File: src/rtl/tiny_shader_pkg.sv
// Shared definitions for the tiny shader host interface: SPI command bytes
// and the command FSM state encoding.
package tiny_shader_pkg;

  localparam logic [7:0] CMD_WRITE_MEM = 8'h00;
  localparam logic [7:0] CMD_WRITE_REG = 8'h01;

  typedef enum logic [2:0] {
    IDLE   = 3'd0,
    CMD    = 3'd1,
    MEM    = 3'd2,
    RADDR  = 3'd3,
    RDATA  = 3'd4,
    IGNORE = 3'd5
  } spi_state_t;

endpackage

File: src/rtl/synchronizer.sv
// Two-flop synchronizer for asynchronous inputs. RST_VAL lets each bit come
// out of reset at its idle level (e.g. an active-low chip select resets high).
module synchronizer #(
  parameter int               WIDTH   = 1,
  parameter logic [WIDTH-1:0] RST_VAL = '0
) (
  input  logic             clk_i,
  input  logic             rst_ni,
  input  logic [WIDTH-1:0] d_i,
  output logic [WIDTH-1:0] q_o
);

  logic [WIDTH-1:0] ff1_q;
  logic [WIDTH-1:0] ff2_q;

  // Two back-to-back flops give metastability time to resolve.
  always_ff @(posedge clk_i or negedge rst_ni) begin
    if (!rst_ni) begin
      ff1_q <= RST_VAL;
      ff2_q <= RST_VAL;
    end else begin
      ff1_q <= d_i;
      ff2_q <= ff1_q;
    end
  end

  assign q_o = ff2_q;

endmodule

File: src/rtl/spi_receiver.sv
// SPI mode-1 responder: oversamples SCLK/MOSI/CS in the clk_i domain,
// assembles MSB-first bytes and decodes them into single-cycle write strobes
// for shader memory and parameter registers.
//
// Strobe semantics: mem_we_o / reg_we_o are one-cycle pulses with no
// back-pressure; the matching addr/wdata outputs are valid in the strobe cycle
// and hold their last value otherwise.
module spi_receiver
  import tiny_shader_pkg::*;
#(
  parameter int MEM_DEPTH = 8,
  parameter int REG_COUNT = 4
) (
  input  logic                         clk_i,
  input  logic                         rst_ni,
  input  logic                         spi_sclk_i,
  input  logic                         spi_mosi_i,
  input  logic                         spi_cs_ni,
  output logic                         mem_we_o,
  output logic [$clog2(MEM_DEPTH)-1:0] mem_addr_o,
  output logic [7:0]                   mem_wdata_o,
  output logic                         reg_we_o,
  output logic [$clog2(REG_COUNT)-1:0] reg_addr_o,
  output logic [7:0]                   reg_wdata_o,
  output logic                         busy_o
);

  localparam int MAW = $clog2(MEM_DEPTH);
  localparam int RAW = $clog2(REG_COUNT);

  // ---------------------------------------------------------------------------
  // Input synchronization and falling-edge detection
  // ---------------------------------------------------------------------------
  logic sclk_s, mosi_s, cs_s;
  logic sclk_q;
  logic sample_edge;

  synchronizer #(
    .WIDTH  (3),
    .RST_VAL(3'b100)
  ) u_sync (
    .clk_i (clk_i),
    .rst_ni(rst_ni),
    .d_i   ({spi_cs_ni, spi_mosi_i, spi_sclk_i}),
    .q_o   ({cs_s, mosi_s, sclk_s})
  );

  // History flop on synced SCLK for edge detection.
  always_ff @(posedge clk_i or negedge rst_ni) begin
    if (!rst_ni) sclk_q <= 1'b0;
    else         sclk_q <= sclk_s;
  end

  assign sample_edge = sclk_q & ~sclk_s;

  // ---------------------------------------------------------------------------
  // Byte assembly: 7 stored bits plus the bit arriving on the 8th edge
  // ---------------------------------------------------------------------------
  logic [6:0] shift_q;
  logic [2:0] bit_cnt_q;
  logic       byte_valid_q;
  logic [7:0] byte_q;

  // Shift on sample edges while selected; CS high discards any partial byte
  // and takes priority over a coincident sample edge.
  always_ff @(posedge clk_i or negedge rst_ni) begin
    if (!rst_ni) begin
      shift_q      <= '0;
      bit_cnt_q    <= '0;
      byte_valid_q <= 1'b0;
      byte_q       <= '0;
    end else if (cs_s) begin
      shift_q      <= '0;
      bit_cnt_q    <= '0;
      byte_valid_q <= 1'b0;
    end else if (sample_edge) begin
      shift_q      <= {shift_q[5:0], mosi_s};
      bit_cnt_q    <= bit_cnt_q + 3'd1;
      byte_valid_q <= (bit_cnt_q == 3'd7);
      if (bit_cnt_q == 3'd7) byte_q <= {shift_q, mosi_s};
    end else begin
      byte_valid_q <= 1'b0;
    end
  end

  // ---------------------------------------------------------------------------
  // Command FSM with registered outputs
  // ---------------------------------------------------------------------------
  spi_state_t         state_q, state_d;
  logic [MAW-1:0]     mem_ptr_q, mem_ptr_d;
  logic [RAW-1:0]     reg_ptr_q, reg_ptr_d;
  logic               mem_we_d, reg_we_d;
  logic [MAW-1:0]     mem_addr_d;
  logic [RAW-1:0]     reg_addr_d;
  logic [7:0]         mem_wdata_d, reg_wdata_d;

  // State, pointers and output registers.
  always_ff @(posedge clk_i or negedge rst_ni) begin
    if (!rst_ni) begin
      state_q     <= IDLE;
      mem_ptr_q   <= '0;
      reg_ptr_q   <= '0;
      mem_we_o    <= 1'b0;
      mem_addr_o  <= '0;
      mem_wdata_o <= '0;
      reg_we_o    <= 1'b0;
      reg_addr_o  <= '0;
      reg_wdata_o <= '0;
    end else begin
      state_q     <= state_d;
      mem_ptr_q   <= mem_ptr_d;
      reg_ptr_q   <= reg_ptr_d;
      mem_we_o    <= mem_we_d;
      mem_addr_o  <= mem_addr_d;
      mem_wdata_o <= mem_wdata_d;
      reg_we_o    <= reg_we_d;
      reg_addr_o  <= reg_addr_d;
      reg_wdata_o <= reg_wdata_d;
    end
  end

  // Next-state decode: one action per assembled byte; CS high forces IDLE.
  always_comb begin
    state_d     = state_q;
    mem_ptr_d   = mem_ptr_q;
    reg_ptr_d   = reg_ptr_q;
    mem_we_d    = 1'b0;
    mem_addr_d  = mem_addr_o;
    mem_wdata_d = mem_wdata_o;
    reg_we_d    = 1'b0;
    reg_addr_d  = reg_addr_o;
    reg_wdata_d = reg_wdata_o;

    if (cs_s) begin
      state_d = IDLE;
    end else begin
      unique case (state_q)
        IDLE: state_d = CMD;
        CMD: begin
          if (byte_valid_q) begin
            case (byte_q)
              CMD_WRITE_MEM: begin
                state_d   = MEM;
                mem_ptr_d = '0;
              end
              CMD_WRITE_REG: state_d = RADDR;
              default:       state_d = IGNORE;
            endcase
          end
        end
        MEM: begin
          if (byte_valid_q) begin
            mem_we_d    = 1'b1;
            mem_addr_d  = mem_ptr_q;
            mem_wdata_d = byte_q;
            // No wrap: the last slot ends the burst.
            if (mem_ptr_q == MAW'(MEM_DEPTH - 1)) state_d = IGNORE;
            else                                   mem_ptr_d = mem_ptr_q + 1'b1;
          end
        end
        RADDR: begin
          if (byte_valid_q) begin
            if (int'(byte_q) < REG_COUNT) begin
              reg_ptr_d = byte_q[RAW-1:0];
              state_d   = RDATA;
            end else begin
              state_d = IGNORE;
            end
          end
        end
        RDATA: begin
          if (byte_valid_q) begin
            reg_we_d    = 1'b1;
            reg_addr_d  = reg_ptr_q;
            reg_wdata_d = byte_q;
            if (reg_ptr_q == RAW'(REG_COUNT - 1)) state_d = IGNORE;
            else                                   reg_ptr_d = reg_ptr_q + 1'b1;
          end
        end
        IGNORE: state_d = IGNORE;
        default: state_d = IDLE;
      endcase
    end
  end

  assign busy_o = (state_q != IDLE) & ~cs_s;

endmodule

File: config.mk
export PLATFORM = sky130hd
export DESIGN_NAME = spi_receiver
export DESIGN_NICKNAME = d
export VERILOG_FILES = /design/src/rtl/tiny_shader_pkg.sv /design/src/rtl/synchronizer.sv /design/src/rtl/spi_receiver.sv
export SDC_FILE = /design/constraint.sdc
export NUM_CORES = 1
export LEC_CHECK = 0
export BUFFER_PORTS_ARGS = -buffer_cell sky130_fd_sc_hd__buf_4
export CAP_MARGIN = 10
export CORE_MARGIN = 10
export CORE_UTILIZATION = 50
export CTS_CLUSTER_SIZE = 25
export DETAILED_ROUTE_END_ITERATION = 10
export PLACE_DENSITY = 0.72
export SYNTH_ARGS = -nofsm -noshare
export SYNTH_HDL_FRONTEND = slang
export SYNTH_HIERARCHICAL = 1
export SYNTH_SLANG_ARGS = --single-unit
File: constraint.sdc
create_clock -name clk_i -period 1.83 [get_ports clk_i]
set_input_delay 0.0915 -clock clk_i [delete_from_list [all_inputs] [get_ports clk_i]]
set_output_delay 0.0915 -clock clk_i [all_outputs]
set_load 0.02 [all_outputs]
==> results of run 1 <==
## timing repair
item / 4_1_cts / 5_1_grt
endpoints found under the hold margin: 58 / 0
hold buffers: 4 / 0
buffers inserted: 0 / 0
setup endpoints to repair: 3 / 3
## cells by family after synthesis
logic type                 synth area share
AOI/OAI and AO/OA                    0.0854
buffers and inverters                0.0242
adders and majority gates            0.0269
muxes                                 0.142
and+or+nand+nor                       0.105
xor gates and xnor gates            0.00376
DFF                                   0.613
## per-layer routing
| metal | vias to the layer above | global-route usage | wire (um) |
|---|---|---|---|
| met5 | - | 0 | 0 |
| met4 | 0 | 0.0617 | 66 |
| met3 | 7 | 0.0515 | 306 |
| met2 | 37 | 0.187 | 2140 |
| met1 | 754 | 0.147 | 1950 |
| li1 | 735 | - | - |
## registers in the layout (all words and copies together) (netlist names)
register and flops:
bit_cnt_q 3, byte_q 8, byte_valid_q 1, mem_addr_o 3, mem_ptr_q 3, mem_wdata_o 8
mem_we_o 1, reg_addr_o 2, reg_ptr_q 2, reg_wdata_o 8, reg_we_o 1, sclk_q 1
shift_q 7, state_q 3, u_sync/ff1_q 3, u_sync/q_o 3
## critical path, stage by stage, from the launching register on
cell and delay, ns:
dfrtp_1 0.38, ha_2 0.20, ha_4 0.15, or3b_4 0.40
a2111oi_4 0.32, nand2_1 0.14, mux2_4 0.27
## layout make-up
cell class	instances	area, um^2	share of cell area
Tap cell	52	65.1	0.0222
Timing Repair Buffer	43	345	0.118
Multi-Input combinational cell	112	860	0.294
Sequential cell	57	1430	0.488
Clock buffer	9	124	0.0423
Inverter	3	11.3	0.00385
Clock inverter	7	93.8	0.0321
## metrics by stage
stage | cell area (um^2) | utilization | setup TNS (ns) | worst slack [ns] | instances
3_3_place_gp | 2670 | 0.601 | -0.0772 | -0.0758 | 263
5_1_grt | 2930 | 0.659 | -0.483 | -0.205 | 283
2_1_floorplan | 2340 | - | -0.0656 | -0.0656 | 182
4_1_cts | 2930 | 0.659 | -0.338 | -0.166 | 283
6_report | 2930 | 0.659 | -0.310 | -0.155 | 283
3_5_place_dp | 2670 | 0.601 | -0.320 | -0.162 | 263
## power breakdown
group | internal, mW | switching, mW
logic | 0.0578 | 0.0894
registers | 1.28 | 0.0311
clock network | 0.765 | 0.514
total | 2.10 | 0.634
## worst min-delay path by stage
stage	end	start
after floorplan	bit_cnt_q[0]	rst_ni
after global placement	mem_addr_o[2]	rst_ni
after detailed placement	mem_addr_o[1]	rst_ni
after CTS	u_sync/ff1_q[1]	rst_ni
after global routing	u_sync/q_o[2]	u_sync/ff1_q[2]
final	mem_addr_o[1]	rst_ni
## cells in the final DEF (no fill, tap or decap), types with 2 or more instances in the layout
cell type      count
dfrtp_1           55
buf_4             38
mux2_2            28
nand2_1           20
a21oi_1           12
nor2_1             9
clkbuf_8           9
nor3_1             5
dlygate4sd3_1      4
nand2b_1           3
nor2b_1            3
and3_1             3
inv_1              3
ha_1               3
a22o_1             2
o21a_1             2
clkinvlp_4         2
bufinv_16          2
clkinv_2           2
dfstp_2            2
==> results_dict.tcl, run 1 <==
set metrics [dict create \
    status "finished with violations" \
    failed_checks "setup timing" \
    skew_ns 0.00659 \
    vdd.ir_drop.worst_mv 0.541 \
    ys_top_cells_by_count "dfrtp_1 (55), mux2_2 (28), nand2_1 (20)" \
    grt_pass1_wl_um 7390 \
    worst_pin_slew_ns 0.679 \
    leakage_nw 1.44 \
    cts_tree "done" \
    arrival_ns 2.20 \
    ys_warn_count 6 \
    power.density_nw_per_um2 936 \
    finalSetupViolCount 3 \
    synth-seq-area-share 0.613 \
    syn_area_um2 2330 \
    hold_violations 0 \
    reg2reg_depth 6 \
    rows 24 \
    first_iter_violations 67 \
    die_width_um 88.3 \
    gr-total-overflow 0 \
    drive_gt1_frac 0.390 \
    yosys_register_bits 57 \
    maxSlewViolCount 0 \
    die_area_um2 7790 \
    cts_max_path_buffers 2 \
    total_power_mw 2.74 \
    layout_setup_ws_ns -0.155 \
    netlist.area_leader.share 0.591 \
    n_fill_cell 326 \
    r2r_setup_slack_ns -0.15 \
    post-synth-top-count-cell "dfrtp_1" \
    ys.flop_type "dfrtp_1" \
    cts_inserted_buffers 9 \
    clock-root-buffer "clkbuf_8" \
    grt_max_degree 58 \
    antenna_cells 0 \
    ant_nets 0 \
    nNetsFinal 236 \
    crit_start "mem_ptr_q[1]" \
    min_path_type "in -> async" \
    antenna_found_initial 0 \
    setup.worst_path.start_class "flip-flop" \
    max_slew_margin 0.547 \
    clkTransAtPathRegs_ns 0.06 \
    r2r-end "mem_ptr_q[0]" \
    netlist_top_cells_area "dfrtp_1 (59%), mux2_2 (14%), nand2_1 (3.2%)" \
    synthArstFlopShare 1.00 \
    timing.hold.ws_ns 0.342 \
    synth_top_area_cell "dfrtp_1" \
    period_share 1.08 \
    fp.coreArea_um2 4440 \
    drv_cap 0 \
    ctsResizeCount 0 \
    dr.pass1.iters 4 \
    crit_type "reg -> reg" \
    fmax_ghz 0.504 \
    track_usage 0.123 \
    start_util 0.524 \
    area_growth_pct 25.7 \
    port_buffers 28 \
    gp_congestion 0.793 \
    path_max_fanout 3 \
    hpwlAfterDp_um 3110 \
    chipHeight_um 88.3 \
    r2r_start "mem_ptr_q[1]" \
    vias 1533 \
    syn_nets 192 \
    synth_edf_count 0 \
    viasPerCell 5.42 \
    drcViolationCount 0 \
    insertion_delay_ns 0.33 \
    io_pins 29 \
    required_ns 2.05 \
    fin_crit_ns 1.98 \
    critPathCaptureType "flip-flop" \
    wl_per_cell_um 15.8 \
    rsz0062_at_grt "true" \
    cp-endpoint "mem_ptr_q[0]" \
    wl_um 4460 \
    synth_area_per_cell_um2 12.8 \
    ys_types 36 \
    h-tree-depth 3 \
    grt_pass1_vias 1516 \
    clkSinkCount 57 \
    synthCells 182 \
]
Power figures use the tool's default switching activity.
==> run 2, diff against run 1 <==
Settings changed: PLACE_DENSITY 0.72 to 0.73.
==> results_dict.tcl, run 2 (synthesis results as in run 1) <==
set metrics [dict create \
    status "finished with violations" \
    failed_checks "setup timing" \
    layout_setup_ws_ns -0.146 \
    leakage_nw 1.44 \
    port_buffers 28 \
    maxSlewViolCount 0 \
    io_pins 29 \
    final_cell_mix "dfrtp_1 (55), buf_4 (41), mux2_2 (28)" \
    track_usage 0.123 \
    gr-total-overflow 0 \
    clock-root-buffer "clkbuf_8" \
    viasPerCell 5.55 \
    start_util 0.524 \
    drive_gt1_frac 0.391 \
    max_slew_margin 0.541 \
    die_area_um2 7790 \
    clkSinkCount 57 \
    period_share 1.08 \
    postCtsSetupBuffers 0 \
    first_iter_violations 141 \
    timing.hold.ws_ns 0.351 \
    hold_violations 0 \
    n_fill_cell 344 \
    insertion_delay_ns 0.33 \
    nNetsFinal 238 \
    layout_commonest_cell "dfrtp_1" \
    cpPeakStageDelay_ns 0.40 \
    grt_pass1_wl_um 7410 \
    routed.top_layer "met4" \
    multi_input_area_um2 860 \
    fp.coreArea_um2 4440 \
    antenna_cells 0 \
    crit_type "reg -> reg" \
    total_power_mw 2.56 \
    chipHeight_um 88.3 \
    vias 1581 \
    critPathCaptureType "flip-flop" \
    fin_crit_ns 1.98 \
    die_width_um 88.3 \
    slowest_stage "or3b_4" \
    cts_tree "done" \
    skew_ns 0.00661 \
    clkTransAtPathRegs_ns 0.06 \
    crit_family "simple AND/OR/NAND/NOR gates" \
    min_path_type "in -> async" \
    grt_max_degree 58 \
    ant_nets 0 \
    required_ns 2.04 \
    drcViolationCount 0 \
    crit_chain "ha_2 > ha_4 > or3b_4 > a2111oi_4 > nand2_1 > mux2_4" \
    wl_met2_um 2190 \
    rows 24 \
    wl_um 4520 \
    finalSetupViolCount 3 \
    worst_pin_slew_ns 0.689 \
    path_max_fanout 3 \
    fmax_ghz 0.506 \
    cts_inserted_buffers 9 \
    hpwlAfterDp_um 3180 \
    gp_congestion 0.811 \
    area_growth_pct 24.7 \
    cts_max_path_buffers 2 \
    power.density_nw_per_um2 882 \
    r2r_setup_slack_ns -0.15 \
    drv_cap 0 \
    vdd.ir_drop.worst_mv 0.625 \
    largestRegisters "byte_q (8), mem_wdata_o (8), reg_wdata_o (8)" \
    setup.worst_path.start_class "flip-flop" \
    arrival_ns 2.19 \
    rsz0062_at_grt "true" \
    antenna_found_initial 0 \
    grt_pass1_vias 1579 \
    ctsResizeCount 0 \
    wl_per_cell_um 15.9 \
    dr.pass1.iters 4 \
    cp.depth 6 \
    wl_met1_um 1890 \
    met3_length_um 324 \
    cp_num_buf_inv 0 \
    regArea_um2 1430 \
    reg2reg_depth 6 \
    h-tree-depth 3 \
]
run 2: through the flow:
step	setup slack [ns]	std cells	cell area (um^2)	utilization	setup TNS [ns]
2_1_floorplan	-0.0656	182	2340	-	-0.0656
3_3_place_gp	-0.0737	265	2670	0.601	-0.0737
3_5_place_dp	-0.152	265	2670	0.601	-0.318
4_1_cts	-0.157	285	2910	0.654	-0.342
5_1_grt	-0.204	285	2910	0.654	-0.469
6_report	-0.146	285	2910	0.654	-0.310
run 2: worst paths after layout:
path	startpoint	to
max	mem_ptr_q[0]	mem_ptr_q[0]
min	rst_ni	mem_addr_o[1]
max reg2reg	mem_ptr_q[0]	mem_ptr_q[0]
min reg2reg	u_sync/ff1_q[1]	u_sync/q_o[1]
max in group asynchronous	rst_ni	mem_wdata_o[0]
min in group clk_i	u_sync/ff1_q[1]	u_sync/q_o[1]
run 2: timing repair:
action / in CTS / in global routing
hold buffers: 4 / 0
endpoints found under the hold margin: 58 / 0
pin swaps: 0 / 0
setup endpoints to repair: 3 / 3
run 2: power breakdown:
group          switching (mW)  total, mW  internal [mW]  leakage, nW
combinational           0.116      0.185         0.0694        0.564
clock                   0.446       1.08          0.635        0.102
sequential             0.0139       1.30           1.28        0.775
run 2: area by class of cell:
cell class | count | area share
repair buffers | 45 | 0.120
inverters | 3 | 0.00388
clock inverters | 2 | 0.00345
flip-flops and latches | 57 | 0.492
clock buffers | 14 | 0.0629
multi-input cells | 112 | 0.296
well taps | 52 | 0.0224
run 2: layer usage:
layer | global-route usage | up-vias
met5 | 0 | -
li1 | - | 733
met2 | 0.181 | 58
met3 | 0.0358 | 12
met4 | 0.0925 | 0
met1 | 0.151 | 778
run 2: worst reg2reg max path, stage by stage, from the launching register on:
cell       delay, ns
dfrtp_1         0.39
ha_2            0.19
ha_4            0.16
or3b_4          0.40
a2111oi_4       0.31
nand2_1         0.15
mux2_4          0.27
==> run 3, diff against run 2 <==
Settings changed: CORE_UTILIZATION 50 to 51, PLACE_DENSITY 0.73 to not set, PLACE_DENSITY_LB_ADDON set to 0.3.
==> results_dict.tcl, run 3 (synthesis results as in run 1) <==
set metrics [dict create \
    status "finished with violations" \
    failed_checks "setup timing" \
    hpwlAfterDp_um 3300 \
    min_path_type "in -> async" \
    finalInstanceArea_um2 2930 \
    worst_pin_slew_ns 0.698 \
    insertion_delay_ns 0.33 \
    clkSinkCount 57 \
    power.density_nw_per_um2 893 \
    nNetsFinal 240 \
    hold_violations 0 \
    largestRegisters "byte_q (8), mem_wdata_o (8), reg_wdata_o (8)" \
    vdd.ir_drop.worst_mv 0.512 \
    drcViolationCount 0 \
    antenna_cells 0 \
    wl_per_cell_um 16.7 \
    path_max_fanout 3 \
    cts_max_path_buffers 2 \
    fin_crit_ns 1.99 \
    chipHeight_um 87.6 \
    ant_nets 0 \
    track_usage 0.136 \
    maxSlewViolCount 0 \
    port_buffers 28 \
    rows 24 \
    skew_ns 0.00735 \
    place_area_um2 2670 \
    clkTransAtPathRegs_ns 0.06 \
    clock-root-buffer "clkbuf_8" \
    grt_max_degree 58 \
    gr-total-overflow 0 \
    vias 1579 \
    arrival_ns 2.20 \
    layout_commonest_cell "dfrtp_1" \
    final_cell_mix "dfrtp_1 (55), buf_4 (43), mux2_2 (28)" \
    max_slew_margin 0.534 \
    viasPerCell 5.52 \
    io_pins 29 \
    fmax_ghz 0.502 \
    drv_cap 0 \
    cts_tree "done" \
    gp_congestion 0.930 \
    finalSetupViolCount 3 \
    critPathCaptureType "flip-flop" \
    drive_gt1_frac 0.402 \
    antenna_found_initial 0 \
    start_util 0.531 \
    rsz0062_at_grt "true" \
    grt_pass1_wl_um 8150 \
    first_iter_violations 130 \
    period_share 1.09 \
    crit_type "reg -> reg" \
    final_util 0.668 \
    required_ns 2.04 \
    cts_inserted_buffers 9 \
    dr.pass1.iters 4 \
    grt_pass1_vias 1657 \
    die_area_um2 7670 \
    setup.worst_path.start_class "flip-flop" \
    n_fill_cell 332 \
    fp.coreArea_um2 4380 \
    wl_um 4780 \
    h-tree-depth 3 \
    layout_setup_ws_ns -0.162 \
    area_growth_pct 25.6 \
    die_width_um 87.6 \
    leakage_nw 1.45 \
    pre_cts_ws_ns -0.135 \
]
run 3: changes by cell type in the layout (fill, tap and decap cells not counted), sizes merged:
cell      change
clkbuf        -4
buf           +2
bufinv        +1
clkinvlp      +1
clkinv        +1
run 3: power breakdown:
part	switching [mW]	internal [mW]	leakage, nW
logic	0.107	0.0692	0.572
registers	0.0222	1.28	0.775
clock network	0.478	0.655	0.0981
total	0.607	2.01	1.45
run 3: critical path, cell delays in order (launching register included):
cell and delay, ns:
dfrtp_1 0.40, ha_2 0.19, ha_4 0.16, or3b_4 0.40, a2111oi_4 0.32, nand2_1 0.14
mux2_4 0.28
run 3: path summary, 6_finish.rpt:
kind / startpoint / to / slack (ns) / depth (start not counted)
min reg2reg: u_sync/ff1_q[2] / u_sync/q_o[2] / 0.36 / 0
max reg2reg: mem_ptr_q[0] / mem_ptr_q[0] / -0.16 / 6
max: mem_ptr_q[0] / mem_ptr_q[0] / -0.16 / 6
max in group asynchronous: rst_ni / byte_q[4] / 1.01 / 2
min: rst_ni / state_q[0] / 0.35 / 2
min in group clk_i: u_sync/ff1_q[2] / u_sync/q_o[2] / 0.36 / 0
run 3: layout make-up:
class / instances / area, um^2 / area share
Sequential cell: 57 / 1430 / 0.488
Inverter: 3 / 11.3 / 0.00385
Timing Repair Buffer: 47 / 363 / 0.124
Multi-Input combinational cell: 112 / 865 / 0.295
Clock buffer: 10 / 138 / 0.0470
Clock inverter: 5 / 56.3 / 0.0192
Tap cell: 52 / 65.1 / 0.0222
run 3: per-stage QoR:
step / std cells / power, mW / TNS, ns / hold WS [ns]
6_report: 286 / 2.61 / -0.337 / 0.354
3_3_place_gp: 265 / 1.48 / -0.0729 / 0.163
5_1_grt: 286 / 2.73 / -0.542 / 0.365
4_1_cts: 286 / 2.64 / -0.314 / 0.356
3_5_place_dp: 265 / 1.50 / -0.257 / 0.188
2_1_floorplan: 182 / 1.42 / -0.0656 / -0.204
run 3: repair_timing:
action / in CTS / in global routing
endpoints found under the setup margin: 3 / 3
gates resized for setup: 1 / 0
hold buffers: 4 / 0
hold endpoints to repair: 58 / 0
setup buffers: 2 / 0
cloned: 0 / 0
pin swaps: 1 / 1
run 3: routing by layer:
| metal | track usage | wire length [um] | vias to the layer above |
|---|---|---|---|
| li1 | - | - | 736 |
| met1 | 0.157 | 1980 | 798 |
| met2 | 0.225 | 2550 | 41 |
| met3 | 0.0520 | 209 | 4 |
| met4 | 0.0522 | 40 | 0 |
| met5 | 0 | 0 | - |
